File: config.mk
export PLATFORM = sky130hd
export DESIGN_NAME = cpu_run_ctrl
export DESIGN_NICKNAME = d
export VERILOG_FILES = /design/src/rtl/beta_ctrl_pkg.sv /design/src/rtl/run_stat_counter.sv /design/src/rtl/cpu_run_ctrl.sv
export SDC_FILE = /design/constraint.sdc
export NUM_CORES = 1
export LEC_CHECK = 0
export BUFFER_PORTS_ARGS = -buffer_cell sky130_fd_sc_hd__buf_4
export CORE_ASPECT_RATIO = 0.8
export CORE_MARGIN = 2
export CORE_UTILIZATION = 54
export CTS_CLUSTER_SIZE = 30
export DETAILED_ROUTE_END_ITERATION = 10
export GPL_ROUTABILITY_DRIVEN = 0
export HOLD_SLACK_MARGIN = 0.03
export MAX_ROUTING_LAYER = met4
export PLACE_DENSITY = 0.9
export SYNTH_ARGS = -nofsm -noshare
export SYNTH_HDL_FRONTEND = slang
export SYNTH_SLANG_ARGS = --single-unit
File: constraint.sdc
create_clock -name clk -period 3.6 [get_ports clk]
set_input_delay 0.18 -clock clk [delete_from_list [all_inputs] [get_ports clk]]
set_output_delay 0.18 -clock clk [all_outputs]
set_load 0.05 [all_outputs]
File: src/rtl/beta_ctrl_pkg.sv
// Shared encodings for the Beta CPU run/step/halt sequencer:
// host command opcodes, controller states and stop reasons.
package beta_ctrl_pkg;

  localparam int WORD_W = 32;

  typedef enum logic [2:0] {
    OP_NOP       = 3'd0,
    OP_RUN       = 3'd1,
    OP_HALT      = 3'd2,
    OP_STEP      = 3'd3,
    OP_SET_BP    = 3'd4,
    OP_CLR_BP    = 3'd5,
    OP_CPU_RESET = 3'd6,
    OP_CLR_CNT   = 3'd7
  } cmd_op_e;

  typedef enum logic [1:0] {
    ST_BOOT = 2'd0,
    ST_IDLE = 2'd1,
    ST_RUN  = 2'd2,
    ST_STEP = 2'd3
  } ctrl_state_e;

  typedef enum logic [2:0] {
    SR_NONE        = 3'd0,
    SR_HOST        = 3'd1,
    SR_HALT_INSTR  = 3'd2,
    SR_BREAKPOINT  = 3'd3,
    SR_STEP        = 3'd4,
    SR_WATCHDOG    = 3'd5
  } stop_reason_e;

endpackage

File: src/rtl/run_stat_counter.sv
// Free-running statistics counter: wraps silently, and a clear beats a
// simultaneous increment.
module run_stat_counter
  import beta_ctrl_pkg::*;
(
  input  logic              clk,
  input  logic              reset,
  input  logic              inc_i,
  input  logic              clr_i,
  output logic [WORD_W-1:0] count_o
);

  logic [WORD_W-1:0] count_q;

  always_ff @(posedge clk) begin
    if (reset || clr_i) begin
      count_q <= '0;
    end else if (inc_i) begin
      count_q <= count_q + WORD_W'(1);
    end
  end

  assign count_o = count_q;

endmodule

File: src/rtl/cpu_run_ctrl.sv
// Run/step/halt sequencer for the Beta CPU core: owns the core reset and
// runCPU enable, takes host commands, and records why the core stopped.
module cpu_run_ctrl
  import beta_ctrl_pkg::*;
#(
  parameter int RESET_CYCLES = 4,
  parameter int AUTO_RUN     = 0,
  parameter int WDT_CYCLES   = 0
) (
  input  logic              clk,
  input  logic              reset,
  // Host port: a command is taken on any edge where cmd_valid && cmd_ready;
  // cmd_ready depends only on state, and unaccepted commands are dropped.
  input  logic              cmd_valid,
  input  logic [2:0]        cmd_op,
  input  logic [WORD_W-1:0] cmd_data,
  output logic              cmd_ready,
  input  logic              cpu_retire,
  input  logic [WORD_W-1:0] cpu_pc,
  input  logic              cpu_halt_instr,
  output logic              cpu_reset,
  output logic              run_cpu,
  output logic [1:0]        ctrl_state,
  output logic [2:0]        stop_reason,
  output logic              stopped,
  output logic [WORD_W-1:0] cycle_count,
  output logic [WORD_W-1:0] instr_count
);

  localparam logic [31:0] BOOT_RELOAD = 32'(RESET_CYCLES);
  localparam logic [31:0] WDT_LIMIT   = 32'(WDT_CYCLES);

  ctrl_state_e       state_q;
  stop_reason_e      stop_reason_q;
  stop_reason_e      stop_d;
  cmd_op_e           op;
  logic [31:0]       boot_cnt_q;
  logic [31:0]       wdt_q;
  logic [31:0]       wdt_next;
  logic [WORD_W-1:0] bp_addr_q;
  logic              bp_en_q;
  logic              first_q;
  logic              stopped_q;
  logic              cmd_fire;
  logic              in_session;
  logic              retire;
  logic              clr_cnt;

  always_comb begin
    op         = cmd_op_e'(cmd_op);
    cmd_fire   = cmd_valid && (state_q != ST_BOOT);
    in_session = (state_q == ST_RUN) || (state_q == ST_STEP);
    retire     = cpu_retire && in_session;
    clr_cnt    = cmd_fire && (op == OP_CLR_CNT);
    wdt_next   = wdt_q + 32'd1;
    stop_d     = SR_NONE;
    if (in_session) begin
      if (cmd_fire && (op == OP_HALT)) begin
        stop_d = SR_HOST;
      end else if (retire && cpu_halt_instr) begin
        stop_d = SR_HALT_INSTR;
      // first_q lets a RUN resume from the instruction it stopped on
      end else if ((state_q == ST_RUN) && retire && bp_en_q && !first_q &&
                   (cpu_pc == bp_addr_q)) begin
        stop_d = SR_BREAKPOINT;
      end else if ((WDT_LIMIT != 32'd0) && (wdt_next == WDT_LIMIT)) begin
        stop_d = SR_WATCHDOG;
      end else if ((state_q == ST_STEP) && retire) begin
        stop_d = SR_STEP;
      end
    end
  end

  always_ff @(posedge clk) begin
    if (reset) begin
      state_q       <= ST_BOOT;
      boot_cnt_q    <= BOOT_RELOAD;
      stop_reason_q <= SR_NONE;
      stopped_q     <= 1'b0;
      bp_en_q       <= 1'b0;
      bp_addr_q     <= '0;
      wdt_q         <= '0;
      first_q       <= 1'b0;
    end else begin
      stopped_q <= 1'b0;
      if (in_session) wdt_q <= wdt_next;
      if (retire) first_q <= 1'b0;
      if (cmd_fire && (op == OP_SET_BP)) begin
        bp_addr_q <= cmd_data;
        bp_en_q   <= 1'b1;
      end
      if (cmd_fire && (op == OP_CLR_BP)) bp_en_q <= 1'b0;

      case (state_q)
        ST_BOOT: begin
          boot_cnt_q <= boot_cnt_q - 32'd1;
          if (boot_cnt_q <= 32'd1) begin
            if (AUTO_RUN != 0) begin
              state_q <= ST_RUN;
              wdt_q   <= '0;
              first_q <= 1'b1;
            end else begin
              state_q <= ST_IDLE;
            end
          end
        end
        ST_IDLE: begin
          if (cmd_fire && (op == OP_RUN)) begin
            state_q       <= ST_RUN;
            stop_reason_q <= SR_NONE;
            wdt_q         <= '0;
            first_q       <= 1'b1;
          end else if (cmd_fire && (op == OP_STEP)) begin
            state_q       <= ST_STEP;
            stop_reason_q <= SR_NONE;
            wdt_q         <= '0;
          end else if (cmd_fire && (op == OP_CPU_RESET)) begin
            state_q       <= ST_BOOT;
            boot_cnt_q    <= BOOT_RELOAD;
            stop_reason_q <= SR_NONE;
          end
        end
        default: begin
          if (cmd_fire && (op == OP_CPU_RESET)) begin
            state_q       <= ST_BOOT;
            boot_cnt_q    <= BOOT_RELOAD;
            stop_reason_q <= SR_NONE;
          end else if (stop_d != SR_NONE) begin
            state_q       <= ST_IDLE;
            stop_reason_q <= stop_d;
            stopped_q     <= 1'b1;
          end
        end
      endcase
    end
  end

  assign cmd_ready   = (state_q != ST_BOOT);
  assign cpu_reset   = (state_q == ST_BOOT);
  assign run_cpu     = in_session;
  assign ctrl_state  = state_q;
  assign stop_reason = stop_reason_q;
  assign stopped     = stopped_q;

  run_stat_counter u_cycle_cnt (
    .clk     (clk),
    .reset   (reset),
    .inc_i   (in_session),
    .clr_i   (clr_cnt),
    .count_o (cycle_count)
  );

  run_stat_counter u_instr_cnt (
    .clk     (clk),
    .reset   (reset),
    .inc_i   (retire),
    .clr_i   (clr_cnt),
    .count_o (instr_count)
  );

endmodule

* Word-level counts from Yosys, hierarchy flattened
Cells that the tools add are included.
Storage, ports and cells: flip-flop bits (word level) 136, input port bits 72
Operators by class: equality and inequality tests 15, $lt $le $gt $ge 1, reductions and logical operators 28, muxes and demuxes 26, bitwise logic cells 1, add/subtract/negate cells 3
Operator list (number):
- $mux 32 | 3
- $add 32x1->32 const B | 2
- $pmux 32 s2 | 1
- $eq 32x32->1 | 1
- $le 32x1->1 const B | 1
- $sub 32x1->32 const B | 1
- $mux 3 | 10
- $logic_and 1x1->1 | 15
- $eq 3x3->1 const B | 4
- $mux 2 | 6
- $eq 3x2->1 const B | 2
- $pmux 3 s2 | 1
- $reduce_and 3->1 | 2
- $reduce_bool 3->1 | 2
- $eq 2x2->1 const B | 2
- $mux 1 | 4
- $ne 2x2->1 const B | 2
- $ne 4x4->1 const B | 1
- $pmux 2 s2 | 1
- $reduce_bool 4->1 | 1
- $reduce_or 4->1 | 1
- $eq 3x1->1 const B | 1
- $eq 2x1->1 const B | 1
- $logic_not 2->1 | 1
- 7 further kinds | 8

* Depth between registers and ports, before layout
Gate-level depths: netlist of run 1.
depth after elaboration 15, gate-level depth with buffers 9, depth with buffers taken out 7

* Modules after synthesis
From an unflattened synthesis of run 1, not the netlist that was laid out.
Second synthesis, totals: cells, all modules 783, area, all modules 6600.1 um2
By module, submodules not included:
- cpu_run_ctrl | instances 1, cells an instance 426, area each 3478.3 um2, sequential area each 1441.4 um2
- run_stat_counter (u_cycle_cnt) | instances 1, cells an instance 178, area each 1566.5 um2, sequential area each 640.6 um2
- run_stat_counter (u_instr_cnt) | instances 1, cells an instance 179, area each 1555.2 um2, sequential area each 640.6 um2

* Least setup slack after synthesis of run 1
OpenSTA, ideal clock, no wires.
kind flip-flop to flip-flop, start point reg state_q[0] (netlist: ctrl_state[0]), end point reg boot_cnt_q[27], setup slack 0.514 ns, clock period less this slack 3.086 ns, stages on the path, launching flop included 9, data arrival time 2.958 ns, library setup time 0.128 ns, data required time 3.472 ns, cell sequence dfxtp_1 -> or2_2 -> clkbuf_1 -> inv_1 -> o211ai_1 -> nor4_4 -> or4b_1 -> xor2_1 -> nor2_1
Between the ends: word-level cells in the longest chain between the ends 7
RTL lines:
- from (decl) | line cpu_run_ctrl.sv:33 | ctrl_state_e state_q;
- from (signal assigned) | line cpu_run_ctrl.sv:76 | state_q <= ST_BOOT;
- from (signal assigned) | line cpu_run_ctrl.sv:99 | state_q <= ST_RUN;
- from (signal assigned) | line cpu_run_ctrl.sv:103 | state_q <= ST_IDLE;
- $reduce_bool 2->1 *
- named net cmd_ready | line cpu_run_ctrl.sv:17 | output logic cmd_ready,
- $logic_and 1x1->1 * | line cpu_run_ctrl.sv:51 | cmd_fire = cmd_valid && (state_q != ST_BOOT);
- $logic_and 1x1->1 | line cpu_run_ctrl.sv:117, cpu_run_ctrl.sv:124
- $mux 32 (3 in a row)
- $pmux 32 s2 | line cpu_run_ctrl.sv:94 | case (state_q)
- to (signal assigned) | line cpu_run_ctrl.sv:96 | boot_cnt_q <= boot_cnt_q - 32'd1;
- to (decl) | line cpu_run_ctrl.sv:37 | logic [31:0] boot_cnt_q;
Mark *: on every way through the listed nets, which the timed path passes. The rest lies on a longest branch. The select of a mux whose other input is x is not followed. A chain may end at the register's enable or synchronous reset.

* Final worst setup path of run 1
start point reg boot_cnt_q[6], end point reg boot_cnt_q[27]
Between the ends: word-level cells in the longest chain between the ends 2
RTL lines (line):
- $sub 32x1->32 | cpu_run_ctrl.sv:96
- $pmux 32 s2 | cpu_run_ctrl.sv:94
No other way between the ends.

==> results of run 1 <==
critical path: cells and delay by family, from the launching register on:
| family | cells | cell delay [ns] |
|---|---|---|
| XOR/XNOR | 1 | 0.14 |
| flip-flops | 1 | 0.34 |
| AND/OR/NAND/NOR | 5 | 2.04 |
metrics by stage:
stage | hold WS, ns | util [%] | worst slack, ns
after floorplan | 0.316 | - | 0.514
after global placement | 0.428 | 66.5 | 1.01
after detailed placement | 0.434 | 66.5 | 0.953
after CTS | 0.0312 | 74.5 | 0.950
after global routing | 0.0416 | 74.5 | 0.729
final | 0.0355 | 74.5 | 0.939
state kept, by name, summed over array words and instances (netlist names):
register and cells:
boot_cnt_q 32, bp_addr_q 32, u_cycle_cnt.count_o 32, u_instr_cnt.count_o 32, stop_reason 3, ctrl_state 2
bp_en_q 1, first_q 1, stopped 1
synth_stat cells, types with 2 or more instances:
cell	n
dfxtp_1	136
nor2_1	103
nand2_1	98
xor2_1	57
xnor2_1	55
a21oi_1	54
clkbuf_1	33
nand3_1	24
nand4_1	23
or3_1	18
o21ai_0	17
nor3_1	15
and3_1	14
inv_1	10
and4_1	9
nor4_1	7
ha_1	4
nand2b_1	4
or4_1	4
nand3b_1	3
nand4b_1	3
nor2b_1	3
a21o_1	2
a31oi_1	2
and2_1	2
o211ai_1	2
or2_2	2
or4_4	2
metal layers:
layer | up-vias | GRT usage (%) | wire length (um)
met2 | 229 | 43.7 | 7520
met4 | 0 | 13.1 | 552
met5 | - | - | 0
met1 | 2627 | 33.4 | 6590
met3 | 51 | 7.06 | 1130
li1 | 2777 | - | -
final cells by class:
type,instances,area [um^2],share of cell area [%]
timing repair buffer,176,1390,17.2
tap,144,180,2.22
clock inverter,13,146,1.80
inverter,10,37.5,0.463
multi-input combinational,544,3200,39.4
clock buffer,19,433,5.34
sequential,136,2720,33.6
worst min-delay path by stage:
stage                       from            end  slack [ns]  cells past startpoint
floorplan            cmd_data[0]   bp_addr_q[0]        0.32                      2
global placement     cmd_data[0]   bp_addr_q[0]        0.43                      3
detailed placement   cmd_data[8]   bp_addr_q[8]        0.43                      3
CTS                  cmd_data[6]   bp_addr_q[6]        0.03                      3
global route         cmd_data[6]   bp_addr_q[6]        0.04                      3
finish              cmd_data[11]  bp_addr_q[11]        0.04                      3
cells by family (layout without fill, tap and decap cells):
| family | after synthesis | in the layout | share of synthesized area [%] |
|---|---|---|---|
| buffers and inverters | 43 | 218 | 2.66 |
| AND/OR/NAND/NOR | 339 | 339 | 27.1 |
| XOR/XNOR | 112 | 112 | 16.2 |
| multiplexers | 2 | 2 | 0.351 |
| flip-flops | 136 | 136 | 44.9 |
| AO/OA/AOI/OAI | 87 | 87 | 7.98 |
| adder cells (fa/ha/maj) | 4 | 4 | 0.825 |
where the power goes:
group	leakage, nW	internal, mW	total [mW]	switching [mW]
Combinational	1.83	0.498	1.07	0.572
Sequential	1.10	1.66	1.81	0.151
Clock	0.279	1.03	1.70	0.676
==> impl_metrics.yaml, run 1 <==
outcome:
  status: "completed"
logic_synthesis:
  yosysUniqueCellTypes: 45
  syn_nets: 799
  yosysSeqAreaShare_pct: 44.9
  avgSynthCellArea_um2: 8.39
  synth_edf_count: 0
  syn_inst: 723
  synthTopCellsByArea: "dfxtp_1 45%, xor2_1 8.2%, xnor2_1 7.9%"
  async_flop_share_pct: 0
  synth_seq_cells: 136
  syn_area_mm2: 0.00607
  synth_largest_area_cell: "dfxtp_1"
  yosysWarnings: 0
  synth_top_area_share_pct: 44.9
  synth_ff_type: "dfxtp_1"
critical_path:
  critical_path_required_ns: 3.88
  max_stage_delay_ns: 0.56
  r2r-end: "boot_cnt_q[27]"
  start_kind: "flip-flop"
  cp.arrival_ns: 2.94
  critPathSlowestCell: "or4_4"
  crit_type: "reg2reg"
  r2r_cells: 6
  regToRegStartpoint: "boot_cnt_q[6]"
  cp-end-kind: "flip-flop"
  crit_end: "boot_cnt_q[27]"
  crit_top_cell: "or4_4"
  rrSetupSlack_ns: 0.94
  cp-startpoint: "boot_cnt_q[6]"
  crit_chain: "or4_4, or4_4, nor4_4, or4b_1, xor2_1, nor2_1"
  crit_fanout: 7
clocking:
  numCtsBuffers: 17
  cts_hold_buf: 29
  cts_tree: "built"
  cts_htree_levels: 4
  cts_root_buf: "clkbuf_16"
  clk_pin_slew_ns: 0.06
  cts_setup_buffers: 0
  clkSinkCount: 136
  cts_resized: 0
  clock_latency_ns: 0.42
  clockBufferDepth: 2
floorplanning:
  rows: 34
  coreArea_mm2: 0.0109
  ios: 145
  die_h_um: 98.8
  initial_core_util_pct: 55.7
  dieArea_mm2: 0.0121
  die_w_um: 122
sta:
  min_period_ns: 2.66
  clock.fmax_mhz: 376
  tightest_slew_ns: 1.13
  setup_violations: 0
  fin_setup_tns_ns: 0
  skew_ns: 0.0164
  rsz0062_at_grt: "no"
  post-route-period-util_pct: 73.9
  hold_viol_final: 0
  final_max_slew_viol_count: 0
  relSlewSlack_pct: 24.7
route:
  wl_um: 15800
  drt_first_iter_violations: 455
  first_pass_iters: 5
  drcViolationCount: 0
  viasPerCell: 5.45
  via_count: 5684
  ant_nets: 0
  wl_per_cell_um: 15.2
global_routing:
  grt_pass1_wl_um: 26100
  grt_use_total_pct: 27.8
  grt_max_degree: 65
  antenna_found_initial: 0
  first_global_vias: 5637
  overflow: 0
finish:
  syn_to_final_growth_pct: 33.7
  num_antenna_cells: 0
  nets: 961
  final_common_cell: "buf_4"
  finalInstanceArea_mm2: 0.00811
  final_cells: 1042
  fillers: 754
  drive_gt1_share_pct: 20.9
  mostFrequentLayoutCells: "147 x buf_4, 136 x dfxtp_1, 103 x nor2_1"
power_and_ir_drop:
  p_leak_nw: 3.21
  p_per_area_mw_per_mm2: 565
  peakVddDrop_mv: 0.485
  fin_total_pwr_mw: 4.59
placement:
  dp_hpwl_um: 10000
  place_area_mm2: 0.00724
  io_buffers: 144
  numPlacedInstances: 981
flow_run:
  maxCapViolCount: 0
min_path:
  hp-class: "in2reg"
Note: power is estimated with default switching activity, not from simulation.
==> inputs of run 2 (changes only) <==
==> constraint.sdc (replaced) <==
create_clock -name clk -period 2.6 [get_ports clk]
set_input_delay 0.13 -clock clk [delete_from_list [all_inputs] [get_ports clk]]
set_output_delay 0.13 -clock clk [all_outputs]
set_load 0.05 [all_outputs]
==> run 2 against run 1 <==
  * Maximum frequency increased by 7.9%
  * Clock power up 35%
  * Non-clock buffer count is 11 higher
  * Utilization is 0.79 points higher
  * Total power up 38%
  * Count of clock-buffer cells in the layout is 2 lower
  * Cell count increased by 1.1%
  * Combinational power is 44% higher
  * Largest power group unchanged
==> impl_metrics.yaml, run 2 (same netlist as run 1, synthesis figures left out) <==
placement:
  io_buffers: 144
  dp_hpwl_um: 10500
  place_ws_ns: 0.197
floorplanning:
  dieArea_mm2: 0.0121
  die_h_um: 98.8
  ios: 145
  initial_core_util_pct: 55.7
  die_w_um: 122
  rows: 34
  coreArea_mm2: 0.0109
min_path:
  hp-class: "in2reg"
critical_path:
  crit_fanout: 8
  start_kind: "flip-flop"
  crit_top_cell: "or4_4"
  cp.arrival_ns: 2.76
  cp-end-kind: "flip-flop"
  critical_path_required_ns: 2.90
  crit_buf_inv: 0
  critPathSlowestCell: "or4_4"
  crit_chain: "or4_4, or4_4, nand4b_1, nor3_1, xnor2_1, nor2_1"
  crit_type: "reg2reg"
  rrSetupSlack_ns: 0.13
  max_stage_delay_ns: 0.56
  worst_path_dominant_cell_family: "simple AND/OR/NAND/NOR gates"
finish:
  drive_gt1_share_pct: 22.1
  num_antenna_cells: 0
  final_common_cell: "buf_4"
  nets: 972
  syn_to_final_growth_pct: 35.1
  mostFrequentLayoutCells: "154 x buf_4, 134 x dfxtp_1, 103 x nor2_1"
  utilization_pct: 75.3
  fillers: 740
global_routing:
  antenna_found_initial: 0
  grt_use_total_pct: 29.9
  overflow: 0
  first_global_vias: 5672
  grt_max_degree: 50
  grt_pass1_wl_um: 27400
route:
  ant_nets: 0
  drt_first_iter_violations: 525
  wl_um: 17200
  viasPerCell: 5.63
  wl_per_cell_um: 16.4
  via_count: 5930
  first_pass_iters: 6
  drcViolationCount: 0
power_and_ir_drop:
  p_per_area_mw_per_mm2: 773
  fin_total_pwr_mw: 6.34
  p_leak_nw: 3.25
  peakVddDrop_mv: 0.752
sta:
  min_period_ns: 2.47
  final_max_slew_viol_count: 0
  post-route-period-util_pct: 94.8
  layout_setup_ws_ns: 0.135
  tightest_slew_ns: 0.617
  clock.fmax_mhz: 406
  relSlewSlack_pct: 58.5
  hold_viol_final: 0
  setup_violations: 0
  timing.hold.ws_ns: 0.101
  rsz0062_at_grt: "no"
  fin_setup_tns_ns: 0
  skew_ns: 0.00981
clocking:
  clock_latency_ns: 0.42
  clockBufferDepth: 2
  numCtsBuffers: 17
  cts_root_buf: "clkbuf_16"
  cts_tree: "built"
  cts_htree_levels: 4
  cts_resized: 0
  clkSinkCount: 136
  clk_pin_slew_ns: 0.06
flow_run:
  maxCapViolCount: 0
outcome:
  status: "completed"
run 2: final timing paths:
check,from,endpoint,depth (start not counted)
setup / recovery,boot_cnt_q[6],boot_cnt_q[28],6
hold / removal,cpu_retire,u_instr_cnt.count_o[1],4
setup reg to reg,boot_cnt_q[6],boot_cnt_q[28],6
hold reg to reg,bp_addr_q[9],bp_addr_q[9],2
run 2: metrics by stage:
step,instances,cell area (um^2)
after floorplan,723,6080
after global placement,989,7320
after detailed placement,989,7320
after CTS,1053,8200
after global routing,1053,8200
final,1053,8200
run 2: area by class of cell:
| class | instances | area, um^2 | share of cell area (%) |
|---|---|---|---|
| timing repair buffer | 187 | 1500 | 18.3 |
| clock inverter | 15 | 131 | 1.60 |
| clock buffer | 17 | 425 | 5.19 |
| inverter | 10 | 41.3 | 0.504 |
| tap | 144 | 180 | 2.20 |
| multi-input combinational | 544 | 3200 | 39.0 |
| sequential | 136 | 2730 | 33.2 |
run 2: power by group:
group / switching [mW] / leakage [nW] / total [mW] / internal, mW
Sequential: 0.208 / 1.10 / 2.51 / 2.30
Combinational: 0.829 / 1.89 / 1.54 / 0.706
Clock: 1.03 / 0.267 / 2.29 / 1.26
run 2: routing by layer:
metal / part of all wire [%] / wire [um] / GRT usage [%] / up-vias
li1: - / - / - / 2797
met1: 39 / 6770 / 33.4 / 2728
met2: 48 / 8320 / 48.7 / 319
met3: 7.9 / 1360 / 7.99 / 86
met4: 4.5 / 777 / 16.0 / 0
met5: 0 / 0 / - / -
run 2: repair_timing:
| action | in CTS | in global routing |
|---|---|---|
| endpoints found under the hold margin | 32 | 0 |
| buffers inserted | 0 | 0 |
| hold buffers | 32 | 0 |
run 2: worst register-to-register path, cell delays in order (launching register included):
cell and delay [ns]:
dfxtp_1 0.34, or4_4 0.57, or4_4 0.48, nand4b_1 0.40
nor3_1 0.32, xnor2_1 0.17, nor2_1 0.06
